File: src/rtl/aes_job_arbiter_if.sv
// Handshake bundle between the job requesters / AES core and the job arbiter.
// master: environment side (requesters and core); slave: the arbiter itself.
interface aes_job_arbiter_if #(
  parameter int unsigned NUM_REQ   = 4,
  parameter int unsigned REQ_IDX_W = 2
);

  // Requester side
  logic [NUM_REQ-1:0]   req_valid;
  logic [2*NUM_REQ-1:0] req_mode;
  logic [NUM_REQ-1:0]   req_enc_dec;
  logic [NUM_REQ-1:0]   req_ready;
  logic [NUM_REQ-1:0]   rsp_valid;
  logic [1:0]           rsp_status;

  // Core side
  logic                 core_start;
  logic [1:0]           core_mode;
  logic                 core_enc_dec;
  logic [3:0]           core_round_amount;
  logic [REQ_IDX_W-1:0] core_sel;
  logic                 core_done;
  logic                 core_flush;
  logic                 busy;

  modport master (
    output req_valid, req_mode, req_enc_dec, core_done,
    input  req_ready, rsp_valid, rsp_status, core_start, core_mode, core_enc_dec,
           core_round_amount, core_sel, core_flush, busy
  );

  modport slave (
    input  req_valid, req_mode, req_enc_dec, core_done,
    output req_ready, rsp_valid, rsp_status, core_start, core_mode, core_enc_dec,
           core_round_amount, core_sel, core_flush, busy
  );

endinterface

File: src/rtl/aes_job_arbiter.sv
// Round-robin job arbiter sharing one AES round FSM/datapath among NUM_REQ requesters.
// Flow per job: IDLE -> GRANT -> LAUNCH -> BUSY -> RESP (illegal mode skips the core).
// Optional BUSY watchdog with core flush is enabled by defining AES_ARB_TIMEOUT_EN.
module aes_job_arbiter #(
  parameter int unsigned NUM_REQ        = 4,
  parameter int unsigned REQ_IDX_W      = 2,
  parameter int unsigned TIMEOUT_CYCLES = 1023
) (
  input  logic             clk,
  input  logic             reset,
  aes_job_arbiter_if.slave bus
);

  // Elaboration-time parameter sanity checks
  if (NUM_REQ < 2 || NUM_REQ > 8) begin : g_bad_num_req
    $error("NUM_REQ must be in 2..8");
  end
  if (REQ_IDX_W != $clog2(NUM_REQ)) begin : g_bad_idx_w
    $error("REQ_IDX_W must equal clog2(NUM_REQ)");
  end
  if (TIMEOUT_CYCLES < 1 || TIMEOUT_CYCLES > 65535) begin : g_bad_timeout
    $error("TIMEOUT_CYCLES must fit the 16-bit watchdog counter");
  end

  typedef enum logic [2:0] {
    StIdle,
    StGrant,
    StLaunch,
    StBusy,
    StResp
  } state_e;

  localparam logic [1:0] StatusOk      = 2'b00;
  localparam logic [1:0] StatusBadMode = 2'b01;
  localparam logic [1:0] StatusTimeout = 2'b10;

  state_e               state_q, state_d;
  logic [REQ_IDX_W-1:0] rr_ptr_q, rr_ptr_d;
  logic [REQ_IDX_W-1:0] sel_q, sel_d;
  logic [1:0]           mode_q, mode_d;
  logic                 enc_dec_q, enc_dec_d;
  logic [3:0]           round_q, round_d;
  logic [1:0]           status_q, status_d;

  logic                 grant_found;
  logic [REQ_IDX_W-1:0] grant_idx;
  logic [REQ_IDX_W-1:0] cand;
  logic [1:0]           grant_mode;
  logic                 tmo_hit;

`ifdef AES_ARB_TIMEOUT_EN
  logic [15:0] tmo_cnt_q, tmo_cnt_d;

  // Counter value is the number of BUSY cycles already elapsed before this one
  assign tmo_hit = (tmo_cnt_q == 16'(TIMEOUT_CYCLES - 1));

  // Watchdog next-state: cleared while launching, counts every BUSY cycle
  always_comb begin
    tmo_cnt_d = tmo_cnt_q;
    if (state_q == StLaunch) begin
      tmo_cnt_d = '0;
    end else if (state_q == StBusy) begin
      tmo_cnt_d = tmo_cnt_q + 16'd1;
    end
  end

  // Watchdog counter register
  always_ff @(posedge clk) begin
    if (!reset) begin
      tmo_cnt_q <= '0;
    end else begin
      tmo_cnt_q <= tmo_cnt_d;
    end
  end
`else
  assign tmo_hit = 1'b0;
`endif

  // Round-robin search: first valid requester starting at rr_ptr, wrapping mod NUM_REQ
  always_comb begin
    grant_found = 1'b0;
    grant_idx   = '0;
    cand        = '0;
    for (int unsigned i = 0; i < NUM_REQ; i++) begin
      cand = REQ_IDX_W'((32'(rr_ptr_q) + i) % NUM_REQ);
      if (!grant_found && bus.req_valid[cand]) begin
        grant_found = 1'b1;
        grant_idx   = cand;
      end
    end
    grant_mode = bus.req_mode[{grant_idx, 1'b0} +: 2];
  end

  // Next-state logic and latching of the granted job's fields
  always_comb begin
    state_d   = state_q;
    rr_ptr_d  = rr_ptr_q;
    sel_d     = sel_q;
    mode_d    = mode_q;
    enc_dec_d = enc_dec_q;
    round_d   = round_q;
    status_d  = status_q;

    unique case (state_q)
      StIdle: begin
        if (grant_found) begin
          sel_d     = grant_idx;
          mode_d    = grant_mode;
          enc_dec_d = bus.req_enc_dec[grant_idx];
          rr_ptr_d  = (grant_idx == REQ_IDX_W'(NUM_REQ - 1)) ? '0 : grant_idx + 1'b1;
          unique case (grant_mode)
            2'b00:   round_d = 4'd10;
            2'b01:   round_d = 4'd12;
            2'b10:   round_d = 4'd14;
            default: round_d = 4'd0;
          endcase
          state_d = StGrant;
        end
      end
      StGrant: begin
        if (mode_q == 2'b11) begin
          status_d = StatusBadMode;
          state_d  = StResp;
        end else begin
          state_d = StLaunch;
        end
      end
      StLaunch: begin
        state_d = StBusy;
      end
      StBusy: begin
        // Done beats the watchdog when both land in the same cycle
        if (bus.core_done) begin
          status_d = StatusOk;
          state_d  = StResp;
        end else if (tmo_hit) begin
          status_d = StatusTimeout;
          state_d  = StResp;
        end
      end
      StResp: begin
        state_d = StIdle;
      end
      default: begin
        state_d = StIdle;
      end
    endcase
  end

  // State and latched-job registers
  always_ff @(posedge clk) begin
    if (!reset) begin
      state_q   <= StIdle;
      rr_ptr_q  <= '0;
      sel_q     <= '0;
      mode_q    <= '0;
      enc_dec_q <= 1'b0;
      round_q   <= '0;
      status_q  <= '0;
    end else begin
      state_q   <= state_d;
      rr_ptr_q  <= rr_ptr_d;
      sel_q     <= sel_d;
      mode_q    <= mode_d;
      enc_dec_q <= enc_dec_d;
      round_q   <= round_d;
      status_q  <= status_d;
    end
  end

  // Output decode from the registered state
  always_comb begin
    bus.req_ready  = '0;
    bus.rsp_valid  = '0;
    bus.rsp_status = 2'b00;
    bus.core_start = 1'b0;
    bus.core_flush = 1'b0;
    bus.busy       = (state_q != StIdle);
    if (state_q == StGrant) begin
      bus.req_ready[sel_q] = 1'b1;
    end
    if (state_q == StLaunch) begin
      bus.core_start = 1'b1;
    end
    if (state_q == StBusy && tmo_hit && !bus.core_done) begin
      bus.core_flush = 1'b1;
    end
    if (state_q == StResp) begin
      bus.rsp_valid[sel_q] = 1'b1;
      bus.rsp_status       = status_q;
    end
  end

  assign bus.core_mode         = mode_q;
  assign bus.core_enc_dec      = enc_dec_q;
  assign bus.core_round_amount = round_q;
  assign bus.core_sel          = sel_q;

endmodule
File: src/flat_wrapper.sv
// flat-port wrapper written by rule: the top's interface ports become plain ports
module aes_job_arbiter_flat 
#(
  parameter int unsigned NUM_REQ        = 4,
  parameter int unsigned REQ_IDX_W      = 2,
  parameter int unsigned TIMEOUT_CYCLES = 1023
)
  (clk, reset, bus_req_valid, bus_req_mode, bus_req_enc_dec, bus_core_done, bus_req_ready, bus_rsp_valid, bus_rsp_status, bus_core_start, bus_core_mode, bus_core_enc_dec, bus_core_round_amount, bus_core_sel, bus_core_flush, bus_busy);
  aes_job_arbiter_if #(.NUM_REQ(NUM_REQ), .REQ_IDX_W(REQ_IDX_W)) bus_i ();
  input  logic clk;
  input  logic reset;
  input wire logic [$bits(bus_i.req_valid)-1:0] bus_req_valid;
  input wire logic [$bits(bus_i.req_mode)-1:0] bus_req_mode;
  input wire logic [$bits(bus_i.req_enc_dec)-1:0] bus_req_enc_dec;
  input wire logic [$bits(bus_i.core_done)-1:0] bus_core_done;
  output wire logic [$bits(bus_i.req_ready)-1:0] bus_req_ready;
  output wire logic [$bits(bus_i.rsp_valid)-1:0] bus_rsp_valid;
  output wire logic [$bits(bus_i.rsp_status)-1:0] bus_rsp_status;
  output wire logic [$bits(bus_i.core_start)-1:0] bus_core_start;
  output wire logic [$bits(bus_i.core_mode)-1:0] bus_core_mode;
  output wire logic [$bits(bus_i.core_enc_dec)-1:0] bus_core_enc_dec;
  output wire logic [$bits(bus_i.core_round_amount)-1:0] bus_core_round_amount;
  output wire logic [$bits(bus_i.core_sel)-1:0] bus_core_sel;
  output wire logic [$bits(bus_i.core_flush)-1:0] bus_core_flush;
  output wire logic [$bits(bus_i.busy)-1:0] bus_busy;
  assign bus_i.req_valid = bus_req_valid;
  assign bus_i.req_mode = bus_req_mode;
  assign bus_i.req_enc_dec = bus_req_enc_dec;
  assign bus_i.core_done = bus_core_done;
  assign bus_req_ready = bus_i.req_ready;
  assign bus_rsp_valid = bus_i.rsp_valid;
  assign bus_rsp_status = bus_i.rsp_status;
  assign bus_core_start = bus_i.core_start;
  assign bus_core_mode = bus_i.core_mode;
  assign bus_core_enc_dec = bus_i.core_enc_dec;
  assign bus_core_round_amount = bus_i.core_round_amount;
  assign bus_core_sel = bus_i.core_sel;
  assign bus_core_flush = bus_i.core_flush;
  assign bus_busy = bus_i.busy;
  aes_job_arbiter #(.NUM_REQ(NUM_REQ), .REQ_IDX_W(REQ_IDX_W), .TIMEOUT_CYCLES(TIMEOUT_CYCLES)) u_core (.clk(clk), .reset(reset), .bus(bus_i));
endmodule
File: config.mk
export PLATFORM = sky130hd
export DESIGN_NAME = aes_job_arbiter_flat
export DESIGN_NICKNAME = d
export VERILOG_FILES = /design/src/rtl/aes_job_arbiter_if.sv /design/src/rtl/aes_job_arbiter.sv /design/src/flat_wrapper.sv
export SDC_FILE = /design/constraint.sdc
export NUM_CORES = 1
export LEC_CHECK = 0
export CAP_MARGIN = 10
export CORE_MARGIN = 4
export CORE_UTILIZATION = 60
export CTS_BUF_LIST = sky130_fd_sc_hd__clkbuf_8 sky130_fd_sc_hd__clkbuf_16
export DETAILED_ROUTE_END_ITERATION = 6
export DONT_BUFFER_PORTS = 1
export PLACE_DENSITY = 0.78
export SYNTH_ARGS = -nofsm -noshare
export SYNTH_HDL_FRONTEND = slang
export SYNTH_SLANG_ARGS = --single-unit
File: constraint.sdc
create_clock -name clk -period 3 [get_ports clk]
set_clock_uncertainty 0.1 [all_clocks]
set_input_delay 0.3 -clock clk [delete_from_list [all_inputs] [get_ports clk]]
set_output_delay 0.3 -clock clk [all_outputs]
set_load 0.05 [all_outputs]
* After elaboration in Yosys (flattened, before gate mapping)
Index checks and enable logic that the tools add are counted.
** Operators by class
- Add/subtract/negate cells :: 4
- $lt $le $gt $ge :: 7
- Equal/unequal tests :: 11
- Shift operators :: 1
- Multiplexer cells :: 33
- Reduce and logical (&&, ||, !) cells :: 14
** Operator list (count)
- 2-bit by 3-bit < comparator with 1-bit output, second input constant :: 6
- 2-bit 2-to-1 mux :: 8
- 3-bit one-hot mux with 4 select lines :: 1
- 4-bit one-hot mux with 3 select lines :: 1
- 1-bit 2-to-1 mux :: 11
- 1-bit binary-select mux with 2-bit select :: 5
- 3-bit 2-to-1 mux :: 3
- 4-bit 2-to-1 mux :: 2
- 8-bit by 4-bit indexed part select with 2-bit output :: 1
- 2-bit == test, second input constant :: 3
- 3-bit by 2-bit == test with 1-bit output, second input constant :: 2
- 2-bit by 1-bit adder with 2-bit output, second input constant :: 2
- 2-bit adder, second input constant :: 2
- 1-bit logical AND :: 4
- 2-bit by 1-bit != test with 1-bit output, second input constant :: 2
- 2-bit one-hot mux with 2 select lines :: 1
- 2-bit AND reduction :: 2
- 3-bit by 1-bit == test with 1-bit output, second input constant :: 1
- 3-bit == test, second input constant :: 1
- 1-bit zero test :: 3
- 3-bit zero test :: 1
- 3-bit AND reduction :: 1
- 3-bit nonzero test :: 1
- 1-bit demux with 2-bit select :: 1
- other kinds (5) :: 5
** Storage, ports and cells
- Register bits :: 16
- Output and inout bits :: 22
- Logic and storage cells :: 77

* Logic depth before layout (Yosys ltp)
- Depth after elaboration :: 15
- Depth in mapped cells :: 8

* Worst setup path before layout
No wires, ideal clock.
- Path kind :: register to output
- From :: register u_core.state_q[0]
- To :: output port bus_req_ready[0]
- Arrival :: 1.790 ns
- Slack :: 0.810 ns
- Cell stages (with the launch flop) :: 4
- Buffers on the path :: 0
- Path through :: dfxtp_1 -> nor2b_1 -> nand2b_1 -> nor3_1
** Between the ends
- Longest elaborated chain between the ends :: 2
** RTL lines
- from (decl) :: RTL line aes_job_arbiter.sv:37 : state_e state_q, state_d;
- from (signal assigned) :: RTL line aes_job_arbiter.sv:153 : state_q <= StIdle;
- from (signal assigned) :: RTL line aes_job_arbiter.sv:161 : state_q <= state_d;
- 3-bit by 1-bit == test with 1-bit output :: RTL line aes_job_arbiter.sv:179 : if (state_q == StGrant) begin
- 4-bit 2-to-1 mux :: RTL line aes_job_arbiter.sv:179
- to (decl) :: RTL line flat_wrapper.sv:16 : output wire logic [$bits(bus_i.req_ready)-1:0] bus_req_ready;
No other way between the ends.

* Final worst setup path
- From :: register u_core.rr_ptr_q[1]
- To :: register u_core.round_q[2], in the netlist u_core.bus.core_round_amount[2]
** Between the ends
- Longest elaborated chain between the ends :: 15
** RTL lines
- from (decl) :: RTL line aes_job_arbiter.sv:38 : logic [REQ_IDX_W-1:0] rr_ptr_q, rr_ptr_d;
- from (signal assigned) :: RTL line aes_job_arbiter.sv:162 : rr_ptr_q <= rr_ptr_d;
- branches (longest 15 deep; another with 2-bit by 1-bit adder with 2-bit output)
- to (signal assigned) :: RTL line aes_job_arbiter.sv:166 : round_q <= round_d;
- to (decl) :: RTL line aes_job_arbiter.sv:42 : logic [3:0] round_q, round_d;
Several ways; the timed one is not identified. The select of a mux whose other input is x is not followed.
A chain may end at the register's enable or synchronous reset.

==> metrics <==
period utilization 70.23%; most common cell after layout, fill and taps aside nand2_1; Final #Nets ~140; Final Util 72.85%; final instance area roughly 980 sq um; DR vias/cell 6.149; Worst Tran Pin Value 0.8251 ns; CP startpoint u_core.rr_ptr_q[1]; DP HPWL around 1600 um; final number of hold-violating endpoints 0; Reg power frac 47.2%; Clk pwr share 23.1%; Clock Latency Late Sink about 0.25 ns; crit end category flip-flop; cell count after synthesis approximately 110; Num CTS Buffers 3; 1st-iter DRT viols 21; gr ovfl total 0; Combinational Power Share a little under 30%; number of global-route vias before repair ~770; FP Rows 13; Clock Sinks 14; Area Growth Syn to Fin 10.70%; Reg2Reg Depth 8; Worst Hold Slack 0.07001 ns; total vias in the final route approximately 800; H-tree depth 1; minimum clock period between 2 and 2.5 ns; PostCTS Resize Cnt 0; fin. max-slew vios 0; DIE AREA roughly 2200 sq um; LEAKAGE just over 0.4 nW; Final WS setup 0.8930 ns; CTS root buffer clkbuf_8; pre-CTS setup slack approximately 0.88 ns; Yosys cell types 35; Placement Cell Area approximately 940 sq um; IO Port Bufs 0; core area ~1400 sq um; remaining antenna violation count 0; WS Path Type reg -> reg; Total GRT Usage ~23%; reg2reg setup slack approximately 0.89 ns; layout cell share with drive strength beyond 1 14.29%; Worst Hold Depth 1; Syn Area/Cell 7.932 sq um; post-CTS setup buffers 0; largest net degree at the start of global routing 16; startpoint types flip-flop; Max VDD drop 0.0004809 V; die height about 46 um; Sw Pwr between 0.2 and 0.3 mW; most frequent cells in the layout 17 x nand2_1, 14 x dfxtp_1, 11 x nor2_1, 8 x mux2i_1, 8 x buf_4; initial antenna violation count 0; Post-Route Setup TNS 0 ns; WL per Instance 15.55 um; reg2reg start u_core.rr_ptr_q[1]; hold endpoint u_core.status_q[0]; post-cts hold buffer count 0; Worst EP arrival 2.14 ns; flops & latches, synth 14; Antenna Diode Count 0; DRC 0; post-synthesis cell area between 800 and 900 sq um; total of max-cap violations 0; Pre-antenna DRT Iters 4; Sw Ratio between 40% and 50%; max_slew headroom 44.75%; RSZ-0062 raised after global routing no; filler instances 114; Initial Util about two thirds; I/O pin cnt slightly above 40; clock-pin slew on the worst setup and hold paths roughly 0.06 ns; gpl congestion roughly 0.8; Post-Route WL approximately 2100 um; Min-Delay Startpoint reset; Int Power 0.3825 mW; worst-path maximum fanout 7; pwr dens 691.6 nW/um^2; register area share after synthesis 31.55%; HP Class in -> reg; first-pass GRT wire length 3505 um; reg2reg end u_core.bus.core_round_amount[2]; endpoints failing setup 0; Data required, critical path roughly 3.0 ns; CTS tree yes; Synth Warn # 0; status complete, no violations; clk buf depth 2; chip width between 40 and 50 um; fmax 0.4746 GHz
==> power groups by stage <==
stage | sequential [mW] | clock (mW) | combinational (mW)
after CTS | 0.322 | 0.159 | 0.203
after floorplan | 0.312 | 0 | 0.184
final | 0.321 | 0.157 | 0.202
after global placement | 0.323 | 0 | 0.198
after detailed placement | 0.325 | 0 | 0.202
after global routing | 0.327 | 0.167 | 0.227
==> worst max-delay path: stages, from the launching register on <==
cell	delay (ns)
dfxtp_1	0.40
nand2_1	0.12
a311oi_2	0.44
nor2_4	0.14
mux2i_1	0.26
mux2i_1	0.11
ha_1	0.30
nand2_1	0.05
a21boi_0	0.06
==> flip-flops by register name, summed over array words and instances (netlist names) <==
name	count
u_core.bus.core_enc_dec	1
u_core.bus.core_mode	2
u_core.bus.core_round_amount	3
u_core.bus.core_sel	2
u_core.rr_ptr_q	2
u_core.state_q	3
u_core.status_q	1
==> kinds of logic (layout without fill, tap and decap cells) <==
kind of cell,after synthesis,count (layout),synth area share (%)
buffers and inverters,8,13,5.071
and+or+nand+nor,54,54,31.69
DFF,14,14,31.55
other,1,3,0.4221
xor gates and xnor gates,1,1,0.9861
muxes,8,8,9.014
AOI/OAI and AO/OA,25,25,19.86
adders and majority gates,1,1,1.408
==> how the worst max path moves through the flow <==
stage / cells past startpoint / endpoint
2_1_floorplan: 3 / bus_req_ready[0]
3_3_place_gp: 8 / u_core.bus.core_round_amount[2]
3_5_place_dp: 8 / u_core.bus.core_round_amount[2]
4_1_cts: 8 / u_core.bus.core_round_amount[2]
5_1_grt: 8 / u_core.bus.core_round_amount[2]
6_report: 8 / u_core.bus.core_round_amount[2]
==> final cells by class <==
type | count | area [sq um] | share of cell area (%)
Inverter | 2 | 7.507 | 0.7634
Timing Repair Buffer | 8 | 60.06 | 6.107
Clock buffer | 3 | 41.29 | 4.198
Tap cell | 15 | 18.77 | 1.908
Sequential cell | 14 | 280.3 | 28.50
Multi-Input combinational cell | 92 | 575.6 | 58.52
==> Yosys cell counts <==
library cell | number | share of area [%]
nand2b_1 | 7 | 4.9
nand3b_1 | 1 | 0.85
and2_1 | 1 | 0.70
or2_2 | 1 | 0.70
clkbuf_1 | 2 | 0.85
o21a_1 | 1 | 0.85
nor2_4 | 1 | 1.3
o2111ai_1 | 1 | 0.99
a21oi_1 | 6 | 3.4
or4_1 | 1 | 0.85
inv_1 | 2 | 0.85
nor2b_1 | 1 | 0.70
nand3_1 | 4 | 2.3
conb_1 | 1 | 0.42
buf_4 | 4 | 3.4
o211a_1 | 1 | 1.1
o21ai_0 | 5 | 2.8
mux2i_1 | 8 | 9.0
nor2_1 | 11 | 4.6
a311oi_2 | 1 | 1.7
a31oi_1 | 1 | 0.70
o311a_1 | 1 | 1.1
o21bai_1 | 2 | 1.7
nor3_4 | 1 | 1.8
and2b_1 | 1 | 0.85
ha_1 | 1 | 1.4
dfxtp_1 | 14 | 32
nor3b_1 | 1 | 0.85
and2_4 | 1 | 0.99
nor3_1 | 3 | 1.7
and3_1 | 2 | 1.4
a21boi_0 | 3 | 2.5
o221ai_1 | 3 | 3.0
nand2_1 | 17 | 7.2
xnor2_1 | 1 | 0.99
==> routing by layer <==
layer	routed length, um	global-route usage [%]	vias to the layer above
li1	-	-	405
met1	768	27.17	369
met2	1051	37.36	45
met3	247	10.55	5
met4	16	5.682	0
met5	0	0	-
==> per-stage QoR <==
| step | std cells | power, mW |
|---|---|---|
| finish | 134 | 0.6802 |
| global route | 134 | 0.7210 |
| CTS | 134 | 0.6836 |
| detailed placement | 131 | 0.5275 |
| global placement | 131 | 0.5206 |
| floorplan | 114 | 0.4958 |
No activity file was read; power rests on OpenSTA's default activity.
